===== src/rtl/cpu_pkg.sv =====
// Shared CPU definitions: execute-stage FSM states, PC constants and comparator op codes
// so that the decoder, comparator and branch/PC unit all agree on the same encodings.
package cpu_pkg;

  typedef enum logic {
    RUN   = 1'b0,
    FLUSH = 1'b1
  } pc_state_t;

  localparam int PC_INC = 4;
  localparam logic [31:0] DEFAULT_RESET_PC = 32'h0000_0000;

  typedef enum logic [2:0] {
    CMP_EQ  = 3'd0,
    CMP_NE  = 3'd1,
    CMP_LT  = 3'd2,
    CMP_GE  = 3'd3,
    CMP_LTU = 3'd4,
    CMP_GEU = 3'd5
  } cmp_op_t;

  // A fetch address is word aligned when its two low bits are clear.
  function automatic logic is_misaligned(input logic [1:0] low_bits);
    return |low_bits;
  endfunction

endpackage


===== src/rtl/branch_pc_unit_if.sv =====
// Execute-stage control/fetch bundle between the pipeline (master) and the branch/PC unit (slave).
interface branch_pc_unit_if #(
  parameter int ADDR_W = 32
);
  logic              stall;
  logic              br_valid;
  logic [ADDR_W-1:0] br_pc;
  logic [ADDR_W-1:0] br_offset;
  logic              compout;
  logic              jmp_valid;
  logic [ADDR_W-1:0] jmp_target;
  logic [ADDR_W-1:0] pc;
  logic              redirect;
  logic              flush;
  logic              align_err;

  modport master (
    output stall, br_valid, br_pc, br_offset, compout, jmp_valid, jmp_target,
    input  pc, redirect, flush, align_err
  );

  modport slave (
    input  stall, br_valid, br_pc, br_offset, compout, jmp_valid, jmp_target,
    output pc, redirect, flush, align_err
  );
endinterface


===== src/rtl/branch_target_adder.sv =====
// Combinational redirect target: jump target or br_pc + 4 + offset, word-aligned,
// with a flag for a target whose low bits were not zero.
module branch_target_adder
  import cpu_pkg::*;
#(
  parameter int ADDR_W = 32
) (
  input  logic              i_jmp_valid,
  input  logic [ADDR_W-1:0] i_jmp_target,
  input  logic [ADDR_W-1:0] i_br_pc,
  input  logic [ADDR_W-1:0] i_br_offset,
  output logic [ADDR_W-1:0] o_target,
  output logic              o_misaligned
);

  logic [ADDR_W-1:0] w_br_target;
  logic [ADDR_W-1:0] w_raw_target;

  // Jump wins over a simultaneous branch; the sum wraps modulo 2^ADDR_W.
  assign w_br_target  = i_br_pc + ADDR_W'(PC_INC) + i_br_offset;
  assign w_raw_target = i_jmp_valid ? i_jmp_target : w_br_target;

  assign o_target     = {w_raw_target[ADDR_W-1:2], 2'b00};
  assign o_misaligned = is_misaligned(w_raw_target[1:0]);

endmodule


===== src/rtl/branch_pc_unit.sv =====
// Execute-stage branch resolution and architectural PC: advances by 4 or redirects to a
// resolved target, then squashes FLUSH_SLOTS wrong-path slots via the flush output.
module branch_pc_unit
  import cpu_pkg::*;
#(
  parameter int                ADDR_W      = 32,
  parameter logic [ADDR_W-1:0] RESET_PC    = ADDR_W'(DEFAULT_RESET_PC),
  parameter int                FLUSH_SLOTS = 2
) (
  input  logic           clock,
  input  logic           reset,
  branch_pc_unit_if.slave bus
);

  localparam logic [2:0] FLUSH_LOAD = 3'(FLUSH_SLOTS);

  pc_state_t         r_state;
  logic [2:0]        r_cnt;
  logic [ADDR_W-1:0] r_pc;
  logic              r_redirect;
  logic              r_flush;
  logic              r_align_err;

  logic [ADDR_W-1:0] w_target;
  logic              w_misaligned;
  logic              w_take;

  branch_target_adder #(
    .ADDR_W(ADDR_W)
  ) u_target (
    .i_jmp_valid (bus.jmp_valid),
    .i_jmp_target(bus.jmp_target),
    .i_br_pc     (bus.br_pc),
    .i_br_offset (bus.br_offset),
    .o_target    (w_target),
    .o_misaligned(w_misaligned)
  );

  // Control-flow inputs in FLUSH belong to squashed instructions, so only RUN may redirect.
  assign w_take = (bus.jmp_valid | (bus.br_valid & bus.compout)) &
                  (r_state == RUN) & ~bus.stall;

  always_ff @(posedge clock) begin
    if (reset) begin
      r_pc        <= RESET_PC;
      r_redirect  <= 1'b0;
      r_flush     <= 1'b0;
      r_align_err <= 1'b0;
      r_state     <= RUN;
      r_cnt       <= 3'd0;
    end else if (!bus.stall) begin
      if (w_take) begin
        r_pc        <= w_target;
        r_redirect  <= 1'b1;
        r_align_err <= w_misaligned;
        if (FLUSH_SLOTS > 0) begin
          r_state <= FLUSH;
          r_cnt   <= FLUSH_LOAD;
          r_flush <= 1'b1;
        end
      end else begin
        r_pc        <= r_pc + ADDR_W'(PC_INC);
        r_redirect  <= 1'b0;
        r_align_err <= 1'b0;
        // flush tracks the next state so it drops on the same edge FLUSH ends.
        if (r_state == FLUSH) begin
          if (r_cnt == 3'd1) begin
            r_state <= RUN;
            r_cnt   <= 3'd0;
            r_flush <= 1'b0;
          end else begin
            r_cnt <= r_cnt - 3'd1;
          end
        end
      end
    end
  end

  assign bus.pc        = r_pc;
  assign bus.redirect  = r_redirect;
  assign bus.flush     = r_flush;
  assign bus.align_err = r_align_err;

endmodule


===== src/flat_wrapper.sv =====
// flat-port wrapper written by rule: the top's interface ports become plain ports
module branch_pc_unit_flat import cpu_pkg::*;
#(
  parameter int                ADDR_W      = 32,
  parameter logic [ADDR_W-1:0] RESET_PC    = ADDR_W'(DEFAULT_RESET_PC),
  parameter int                FLUSH_SLOTS = 2
)
  (clock, reset, bus_stall, bus_br_valid, bus_br_pc, bus_br_offset, bus_compout, bus_jmp_valid, bus_jmp_target, bus_pc, bus_redirect, bus_flush, bus_align_err);
  branch_pc_unit_if #(.ADDR_W(ADDR_W)) bus_i ();
  input  logic clock;
  input  logic reset;
  input wire logic [$bits(bus_i.stall)-1:0] bus_stall;
  input wire logic [$bits(bus_i.br_valid)-1:0] bus_br_valid;
  input wire logic [$bits(bus_i.br_pc)-1:0] bus_br_pc;
  input wire logic [$bits(bus_i.br_offset)-1:0] bus_br_offset;
  input wire logic [$bits(bus_i.compout)-1:0] bus_compout;
  input wire logic [$bits(bus_i.jmp_valid)-1:0] bus_jmp_valid;
  input wire logic [$bits(bus_i.jmp_target)-1:0] bus_jmp_target;
  output wire logic [$bits(bus_i.pc)-1:0] bus_pc;
  output wire logic [$bits(bus_i.redirect)-1:0] bus_redirect;
  output wire logic [$bits(bus_i.flush)-1:0] bus_flush;
  output wire logic [$bits(bus_i.align_err)-1:0] bus_align_err;
  assign bus_i.stall = bus_stall;
  assign bus_i.br_valid = bus_br_valid;
  assign bus_i.br_pc = bus_br_pc;
  assign bus_i.br_offset = bus_br_offset;
  assign bus_i.compout = bus_compout;
  assign bus_i.jmp_valid = bus_jmp_valid;
  assign bus_i.jmp_target = bus_jmp_target;
  assign bus_pc = bus_i.pc;
  assign bus_redirect = bus_i.redirect;
  assign bus_flush = bus_i.flush;
  assign bus_align_err = bus_i.align_err;
  branch_pc_unit #(.ADDR_W(ADDR_W), .RESET_PC(RESET_PC), .FLUSH_SLOTS(FLUSH_SLOTS)) u_core (.clock(clock), .reset(reset), .bus(bus_i));
endmodule

===== config.mk =====
export PLATFORM = sky130hd
export DESIGN_NAME = branch_pc_unit_flat
export DESIGN_NICKNAME = d
export VERILOG_FILES = /design/src/rtl/cpu_pkg.sv /design/src/rtl/branch_pc_unit_if.sv /design/src/rtl/branch_target_adder.sv /design/src/rtl/branch_pc_unit.sv /design/src/flat_wrapper.sv
export SDC_FILE = /design/constraint.sdc
export NUM_CORES = 1
export LEC_CHECK = 0
export BUFFER_PORTS_ARGS = -buffer_cell sky130_fd_sc_hd__buf_2
export CORE_MARGIN = 1
export CORE_UTILIZATION = 45
export CTS_BUF_LIST = sky130_fd_sc_hd__clkbuf_16
export DETAILED_ROUTE_END_ITERATION = 7
export GPL_TIMING_DRIVEN = 0
export PLACE_DENSITY = 0.71
export SLEW_MARGIN = 20
export SYNTH_ARGS = -nofsm -noshare
export SYNTH_HDL_FRONTEND = slang
export SYNTH_SLANG_ARGS = --single-unit

===== constraint.sdc =====
create_clock -name clock -period 7.6 [get_ports clock]
set_input_delay 0 -clock clock [delete_from_list [all_inputs] [get_ports clock]]
set_output_delay 0 -clock clock [all_outputs]
set_load 0.1 [all_outputs]

== Word-level counts from Yosys, hierarchy flattened ==
Cells that the tools add are included.
Word-level totals
  output and inout port bits: 35
  logic and storage cells: 35
  register bits after elaboration: 39
  input port bits: 102
Cells by class
  reduce and logical (&&, ||, !) cells: 5
  add/sub/neg operators: 4
  multiplexer cells: 13
  equal/unequal tests: 1
  bitwise operators: 6
Operators by type and width (count)
  32-bit by 3-bit adder with 32-bit output (second input constant): 2
  32-bit two-way mux: 2
  32-bit adder: 1
  3-bit two-way mux: 3
  1-bit two-way mux: 8
  2-bit nonzero test: 2
  1-bit bitwise AND: 3
  3-bit by 1-bit == test with 1-bit output (second input constant): 1
  3-bit AND reduction: 1
  3-bit by 1-bit subtractor with 3-bit output (second input constant): 1
  1-bit NOT: 2
  2-bit AND reduction: 1
  2-bit OR reduction: 1
  1-bit OR: 1

== Longest topological paths before layout ==
Gate-level depths: netlist of the first run.
  word-level depth: 6
  gate-level depth with buffers: 12
  gate-level depth less buffers: 12

== Cells and area by module ==
Synthesis of the first run repeated with hierarchy kept, for this count alone.
Second synthesis, totals
  cell total of the unflattened synthesis: 670
  area total of the unflattened synthesis: 4979.8 sq um
Modules (own cells, without submodules)
  branch_target_adder: area each 2722.6 sq um, cells each 375, instances 1, seq. area each 0.0 sq um
  branch_pc_unit: area each 2257.2 sq um, cells each 295, instances 1, seq. area each 780.7 sq um

== Worst setup path after synthesis of the first run ==
OpenSTA, ideal clock, no wires.
  kind: reg-to-reg
  start: reg u_core.r_pc[5] (netlist: u_core.bus.pc[5])
  end: reg u_core.r_pc[31] (netlist: u_core.bus.pc[31])
  cell stages (with the launch flop): 9
  data arrival time: 2.890 ns
  period minus slack after synthesis: 3.032 ns
  path slack: 4.568 ns
  library setup time: 0.142 ns
  path buffers: 1
  data required time: 7.458 ns
  cell sequence: dfxtp_1 > nand3_2 > or3_1 > buf_6 > nor4_4 > nand4_1 > mux2i_1 > a2111oi_1 > a221oi_2
On the way
  word-level cells in the longest chain between the ends: 2
RTL lines
  from (decl): RTL line branch_pc_unit.sv:19  | logic [ADDR_W-1:0] r_pc;
  from (signal assigned): RTL line branch_pc_unit.sv:53  | r_pc <= w_target;
  from (signal assigned): RTL line branch_pc_unit.sv:62  | r_pc <= r_pc + ADDR_W'(PC_INC);
  32-bit by 3-bit adder with 32-bit output: RTL line branch_pc_unit.sv:62
  32-bit two-way mux: RTL line branch_pc_unit.sv:52  | if (w_take) begin
No other way between the ends.
A chain may end at the register's enable or synchronous reset.

== Worst setup path in the final report of the first run ==
  start: in bus_br_pc[1]
  end: reg u_core.r_pc[29] (netlist: u_core.bus.pc[29])
On the way
  word-level cells in the longest chain between the ends: 4
RTL lines
  from (decl): RTL line flat_wrapper.sv:14  | input wire logic [$bits(bus_i.br_pc)-1:0] bus_br_pc;
  32-bit by 3-bit adder with 32-bit output: RTL line branch_target_adder.sv:20  | assign w_br_target = i_br_pc + ADDR_W'(PC_INC) + i_br_offset;
  32-bit adder: RTL line branch_target_adder.sv:20
  32-bit two-way mux: RTL line branch_target_adder.sv:21  | assign w_raw_target = i_jmp_valid ? i_jmp_target : w_br_target;
  32-bit two-way mux: RTL line branch_pc_unit.sv:52
No other way between the ends.

==> impl_results.md, run 1 <==
* Die area at 0.01056 mm^2
* Met1 WL at 6496 um
* Top sig layer: met4
* Post-synthesis compound-gate area fraction at 0.3024
* Vias in the first global route at 4,673
* I/O pin count at between 100 and 150
* Detail Route Antenna Nets at 0
* Max_cap viols at 0
* Drt first pass iters at 5
* Worst Path Required at around 7800 ps
* Wire length on met2 at ~6700 um
* Rows at 36
* Largest net degree at the start of global routing at 12
* Commonest non-fill, non-tap cell in the layout: buf_2
* RSZ-0062 raised after global routing: no
* DR vias at 5,309
* DIE HEIGHT at ~100 um
* Routed vias/inst at just under 6
* Fillers at between 900 and 1,000
* Final period utilization at 0.3552
* Synth cell types at 70
* Seq/Total Area, Yosys at 0.1621
* Final Hold Viols at 0
* FF-to-FF Start: u_core.bus.pc[4]
* Final Cell Area at around 0.0056 mm^2
* Pwr/cell area at 161.0 mW/mm^2
* CTS tree: yes
* Fin crit period at between 2000 and 3000 ps
* Slew Limit Headroom at 0.4648
* Synthesis-stage register bit count at 37
* Most used cell, CP: ha_1
* Area occupied by multi-input gates at ~0.0036 mm^2
* Input/output buffers at 133
* First-pass GRT wire length at 22,340 um
* Leakage Power at 2.570 nW
* Final Total Pwr at 899.4 uW
* Routed WL at 14,250 um
* Peak Freq at ~370 MHz
* Residual DRC at 0
* Mux share of post-synthesis cell area at 0.01123
* Syn avg cell area at between 7 and 8 um^2
* Drt wl/cell at ~16 um
* XOR/XNOR share of the synthesized area at 0.05368
* Hold Buf Count CTS at 2
* Setup CP Type: input pin to flop
* Worst Path Max Fanout at 3
* Worst Path Arrival at approximately 2900 ps
* Cells after DPL at 891
* Status: complete, no violations
* Largest family of logic cells by synthesized area: compound AO/OA/AOI/OAI gates
* Syn Inst Count at about 620
* Hold Path End: u_core.bus.pc[23]
* Max H-tree Level at 2
* Total grt overflow at 0
* Area Overhead vs Synth at 22.30%
* Root Buffer: clkbuf_16
* Worst-Margin Slew at approximately 800 ps
* Reg2reg path depth at 8
* CTS max path bufs at 2
* CP endpoint kind: flop
* NumNets Final at slightly above 900
* Pins Over Slew Limit at 0
* Core outline area at between 0.009 and 0.01 mm^2
* Hold crit path type: input pin to flop
* Worst Hold Launch: bus_jmp_target[23]
* Worst-path clk slew at around 60 ps
* Post-Synth Adder-Cell Area at 0.1797
* Setup violations, final at 0
* Post-CTS Setup Bufs at 0
* Antenna violations before repair at 0
* Clk sinks at 37
* DP HPWL at between 10,000 and 15,000 um
* YS warnings at 0
* Most frequent cells in the layout: buf_2 (136), a21oi_1 (74), ha_1 (64), nand2_1 (56), nor2_1 (49)
* Clk_skew at 4.589 ps
* CTS buffer count at 5
* Routed length on met3 at 907 um
* CP cell instances: buf_2 > ha_1 > ha_1 > inv_1 > fa_1 > nor2b_1 > o31a_1 > o21ai_1 > a21oi_1 > a311o_1 > nand4b_1 > mux2i_1 > a211oi_1
* Gp weighted congestion at about 0.94
* Non-Filler Instances at ~900
* CTS resizes at 0
* Max incr delay on CP at about 400 ps
* Placed cell area at 0.005404 mm^2
* Diode count at 0
* Most used DFF post-synth: dfxtp_1
* CP max stage cell: fa_1
* Share of cells above drive strength 1 at 0.2057
* Worst setup SP type: input pin
* Worst Hold Slack at approximately 45 ps
* Reg2Reg Capture Point: u_core.bus.pc[31]
* R2R Setup Slk at 5130 ps
* Initial Util at 0.4652
* Initial DRC Count at between 300 and 400
* Cell area after synthesis at roughly 0.0046 mm^2
* Register area at 740.7 um^2
* Die X-Extent at about 100 um
* Total GRT Usage at 0.2665
* Setup TNS at 0 ps
* Fraction of registers with async set/reset at 0
* Synth Area in Simple Gates at 0.2356
* Clk_lat worst skew at between 200 and 300 ps
* VDD IR max at ~0.084 mV
* Min-Delay Path Depth at 3
* Post-synth EDFFs at 0
## logic make-up after synthesis
kind of cell               Yosys count
AOI/OAI and AO/OA                  216
xor gates and xnor gates            28
adders and majority gates           65
buffers and inverters               61
DFF                                 37
muxes                                5
other                                1
and+or+nand+nor                    211
## Yosys cell counts (3+ instances only)
| master | number | area (um^2) |
|---|---|---|
| a31oi_1 | 6 | 37.54 |
| nor3b_1 | 4 | 30.03 |
| nand3_1 | 17 | 85.08 |
| o21ai_0 | 47 | 235.2 |
| a21o_1 | 17 | 127.6 |
| xnor2_1 | 16 | 140.1 |
| a221oi_1 | 14 | 122.6 |
| buf_2 | 3 | 15.01 |
| a21oi_1 | 74 | 370.4 |
| nor2_1 | 49 | 183.9 |
| a211oi_1 | 5 | 37.54 |
| mux2i_1 | 4 | 40.04 |
| a22oi_1 | 5 | 37.54 |
| ha_1 | 64 | 800.8 |
| and2_1 | 3 | 18.77 |
| and3_1 | 13 | 81.33 |
| o21bai_1 | 6 | 45.04 |
| or3_1 | 4 | 25.02 |
| o31ai_1 | 3 | 22.52 |
| nand4_1 | 12 | 75.07 |
| nor2b_1 | 10 | 62.56 |
| inv_1 | 25 | 93.84 |
| o21a_1 | 8 | 60.06 |
| o32ai_1 | 4 | 35.03 |
| dfxtp_1 | 37 | 740.7 |
| nor4_1 | 5 | 31.28 |
| xor2_1 | 12 | 105.1 |
| nor3_1 | 23 | 115.1 |
| clkbuf_1 | 28 | 105.1 |
| nand2_1 | 56 | 210.2 |
## critical path: cells and delay by family
family          cells  cell delay (ps)
compound gates      5             1220
fa+ha+maj           3              870
simple gates        2              420
mux                 1              190
buf+inv             2              170
## worst max-delay path by stage
stage                startpoint                end  slack [ps]  cells after the start
6_report           bus_br_pc[1]  u_core.bus.pc[29]        4900                     13
2_1_floorplan  u_core.bus.pc[5]  u_core.bus.pc[31]        4570                      8
3_3_place_gp   bus_br_offset[1]  u_core.bus.pc[25]        4730                     13
3_5_place_dp   bus_br_offset[1]  u_core.bus.pc[29]        4660                     13
5_1_grt        bus_br_offset[1]  u_core.bus.pc[29]        4750                     13
4_1_cts            bus_br_pc[1]  u_core.bus.pc[29]        4930                     13
## routing by layer
layer	vias up	track usage
li1	2615	-
met1	2475	0.3721
met2	207	0.4538
met3	12	0.01695
met4	0	0.05092
met5	-	0
## power breakdown
part | switching [mW] | total, mW | internal (mW) | leakage [nW]
logic | 0.294 | 0.441 | 0.147 | 2.18
registers | 0.0177 | 0.226 | 0.208 | 0.303
clock network | 0.0802 | 0.233 | 0.152 | 0.0826
## layout make-up
class                   count  share of cell area
multi-input cells         527              0.6412
flip-flops and latches     37              0.1326
repair buffers            135              0.1227
well taps                 133             0.02979
plain buffers              36             0.02777
clock buffers               5             0.02240
inverters                  25             0.01680
clock inverters             3            0.006719
## state kept, by name, indices dropped and copies added, names as in the netlist
register	count
u_core.bus.redirect	1
u_core.bus.flush	1
u_core.bus.pc	30
u_core.bus.align_err	1
u_core.r_cnt	3
u_core.r_state	1
## through the flow
stage | setup slack (ps) | utilization
global route | 4751 | 0.5689
detailed placement | 4663 | 0.5503
floorplan | 4568 | -
global placement | 4729 | 0.5503
CTS | 4928 | 0.5689
finish | 4900 | 0.5689
Note: power is estimated with default switching activity, not from simulation.
==> run 2: changes to the inputs <==
--- a/config.mk
+++ b/config.mk
@@ -5,13 +5,14 @@
 export SDC_FILE = /design/constraint.sdc
 export NUM_CORES = 1
 export LEC_CHECK = 0
+export ABC_AREA = 1
 export BUFFER_PORTS_ARGS = -buffer_cell sky130_fd_sc_hd__buf_2
 export CORE_MARGIN = 1
 export CORE_UTILIZATION = 45
 export CTS_BUF_LIST = sky130_fd_sc_hd__clkbuf_16
 export DETAILED_ROUTE_END_ITERATION = 7
 export GPL_TIMING_DRIVEN = 0
-export PLACE_DENSITY = 0.71
+export PLACE_DENSITY = 0.72
 export SLEW_MARGIN = 20
 export SYNTH_ARGS = -nofsm -noshare
 export SYNTH_HDL_FRONTEND = slang
==> constraint.sdc (replaced) <==
create_clock -name clock -period 2.2 [get_ports clock]
set_input_delay 0 -clock clock [delete_from_list [all_inputs] [get_ports clock]]
set_output_delay 0 -clock clock [all_outputs]
set_load 0.1 [all_outputs]
==> run 2 against run 1 <==
Against the previous run:
- area after synthesis rose by 19%
- critical endpoint unchanged
- critical path depth rose by 2
- the flow now finishes with violations (DRC)
- register-to-register slack got worse by 4700 ps
- non-clock buffer count fell by 14
- worst setup slack got worse by 4700 ps
- clock skew fell by 1.1 ps
- die area rose by 19%
- global-route usage fell by 0.89 points
- largest power group unchanged
- largest cell class unchanged
==> impl_results.md, run 2 <==
* Met3 usage at 0.01633
* Slew Limit Headroom at 0.6190
* CTS buffer count at 5
* Clk sinks at 37
* Worst Path Max Fanout at 4
* Commonest non-fill, non-tap cell in the layout: nand2_1
* Hold Buf Count CTS at 0
* CTS max path bufs at 2
* DP HPWL at ~13,000 um
* Final Hold Viols at 0
* Status: finished, violations left
* Pwr/cell area at around 510 mW/mm^2
* R2R Setup Slk at around 430 ps
* Core outline area at 0.01161 mm^2
* VDD IR max at 0.3119 mV
* Total GRT Usage at 0.2576
* Clk_skew at around 3.5 ps
* CP endpoint kind: flop
* Post-CTS Setup Bufs at 0
* Worst Path Required at 2370 ps
* Most frequent cells in the layout: nand2_1 (296), inv_1 (141), buf_2 (139), nor2_1 (119), a21oi_1 (70)
* Net Sw Frac at 0.4629
* Fin crit period at about 2000 ps
* Syn Inst Count at 958
* Cell area after synthesis at around 0.0054 mm^2
* Residual DRC at 7
* DIE HEIGHT at around 110 um
* Rows at 39
* Detail Route Antenna Nets at 0
* Flop pwr share at 0.244
* Die area at approximately 0.013 mm^2
* M1 GR Usage at 0.3523
* Post-synth top cells: nand2_1 (296), inv_1 (141), nor2_1 (119)
* Setup CP Type: input pin to flop
* YS warnings at 0
* Setup TNS at 0 ps
* Violated checks: DRC
* Final Total Pwr at ~3.3 mW
* Top-count cell post-synth: nand2_1
* Most used DFF post-synth: dfxtp_1
* Diode count at 0
* Non-Filler Instances at between 1,000 and 1,500
* Cell taking the most area after synthesis: nand2_1
* NumNets Final at ~1,300
* Initial Util at 0.4682
* Synth cell types at 38
* Worst-path clk slew at approximately 60 ps
* Utilization after layout at 0.5560
* Total grt overflow at 0
* First-pass GRT wire length at 26,290 um
* Antenna violations before repair at 0
* Max_cap viols at 0
* Area Overhead vs Synth at 18.75%
* Top cell type's share of synthesized area at 0.2043
* CTS tree: yes
* Worst Path Arrival at ~2200 ps
* Input/output buffers at between 100 and 150
* Synthesis-stage register bit count at 37
* Clock power frac at 0.250
* Routed vias/inst at between 5 and 6
* Seq/Total Area, Yosys at 0.1362
* Cells after DPL at ~1,200
* Comb pwr share at 0.506
* Final period utilization at 0.9048
* Pins Over Slew Limit at 0
* Net switching power at between 1.5 and 2 mW
* Internal Pwr Total at around 1.8 mW
* Fraction of registers with async set/reset at 0
* Largest net degree at the start of global routing at 13
* Post-synth EDFFs at 0
* DR vias at between 6,000 and 7,000
* CTS resizes at 0
* Hold crit path type: input pin to flop
* Share of cells above drive strength 1 at 0.1682
* Max H-tree Level at 2
* Worst-Margin Slew at 571.6 ps
* Leakage Power at between 3 and 4 nW
* Die X-Extent at 111.9 um
* Routed WL at approximately 16,000 um
* Global-route met2 utilization at 0.4364
* Root Buffer: clkbuf_16
* Synth area leaders: nand2_1 (20%), ha_1 (15%), dfxtp_1 (14%)
* Max FFs per register at 30
* RSZ-0062 raised after global routing: no
* Peak Freq at between 500 and 600 MHz
* Vias in the first global route at 5,632
* Clk_lat worst skew at 280 ps
* Setup violations, final at 0
* Worst setup SP type: input pin
* Drt wl/cell at approximately 13 um
* Global route hottest layer: met2
* Drt first pass iters at 7
* Gp weighted congestion at between 0.9 and 1
* I/O pin count at 137
* Initial DRC Count at 406
* Syn avg cell area at 5.676 um^2
==> run 2: changes by cell type after synthesis, moves of 6 or more <==
cell	change
inv_1	+116
and3_1	-13
xor2_1	+12
a21o_1	-15
nor2b_1	-10
nand3_1	+31
clkbuf_1	-16
nand2_1	+240
nor3_1	-8
nor2_1	+70
o21a_1	-8
nand4_1	-8
xnor2_1	-6
a221oi_1	-14
==> run 2: routing by layer <==
metal	wire, um	up-vias	share of wire
met1	7406	2736	0.46
met5	0	-	0
met4	367	0	0.023
li1	-	3307	-
met2	7244	177	0.45
met3	932	23	0.058
==> run 2: logic make-up (layout without fill, tap and decap cells) <==
family                   Yosys count  count (layout)  share of synthesized area
AND/OR/NAND/NOR                  510             510                     0.3946
buffers and inverters            170             311                     0.1229
AO/OA/AOI/OAI                    141             141                     0.1399
adder cells (fa/ha/maj)           65              65                     0.1509
flip-flops                        37              37                     0.1362
XOR/XNOR                          34              34                    0.05476
other                              1               2                  0.0006896
==> run 2: final timing paths <==
kind                       start                  end  cells after the start
min           bus_jmp_target[10]    u_core.bus.pc[10]                      3
min reg2reg  u_core.bus.redirect  u_core.bus.redirect                      2
max reg2reg     u_core.bus.pc[2]    u_core.bus.pc[20]                      8
max             bus_br_offset[1]    u_core.bus.pc[29]                     15
==> run 2: final cells by class <==
| cell class | instances | area, um^2 |
|---|---|---|
| Fill cell | 1267 | 5156 |
| Multi-Input combinational cell | 752 | 4033 |
| Sequential cell | 37 | 745.7 |
| Timing Repair Buffer | 133 | 665.6 |
| Inverter | 146 | 548.0 |
| Tap cell | 143 | 178.9 |
| Clock buffer | 5 | 125.1 |
| Buffer | 24 | 120.1 |
| Clock inverter | 3 | 41.29 |
==> run 2: stage by stage <==
step,instance area [um^2],setup slack (ps),hold slack [ps]
floorplan,5446,-35.04,201.2
global placement,6291,-63.33,334.0
detailed placement,6291,-64.51,340.0
CTS,6457,226.3,51.39
global route,6457,35.14,72.30
finish,6457,209.5,47.61
==> run 2: power by group through the flow <==
stage | clock network [mW] | logic (mW) | registers, mW
after floorplan | 0 | 0.909 | 1.14
after global placement | 0 | 1.63 | 0.811
after detailed placement | 0 | 1.64 | 0.812
after CTS | 0.828 | 1.65 | 0.797
after global routing | 0.858 | 1.85 | 0.807
final | 0.821 | 1.66 | 0.799
==> run 2: critical path: stages <==
cell	delay, ps
buf_2	100
ha_1	270
ha_1	200
inv_1	70
fa_1	390
inv_1	110
nand3_1	70
nand3_1	150
nand3_1	90
nand3_1	180
nand2_1	100
nand3_1	90
nand3_1	110
nand2_1	170
a21oi_2	60
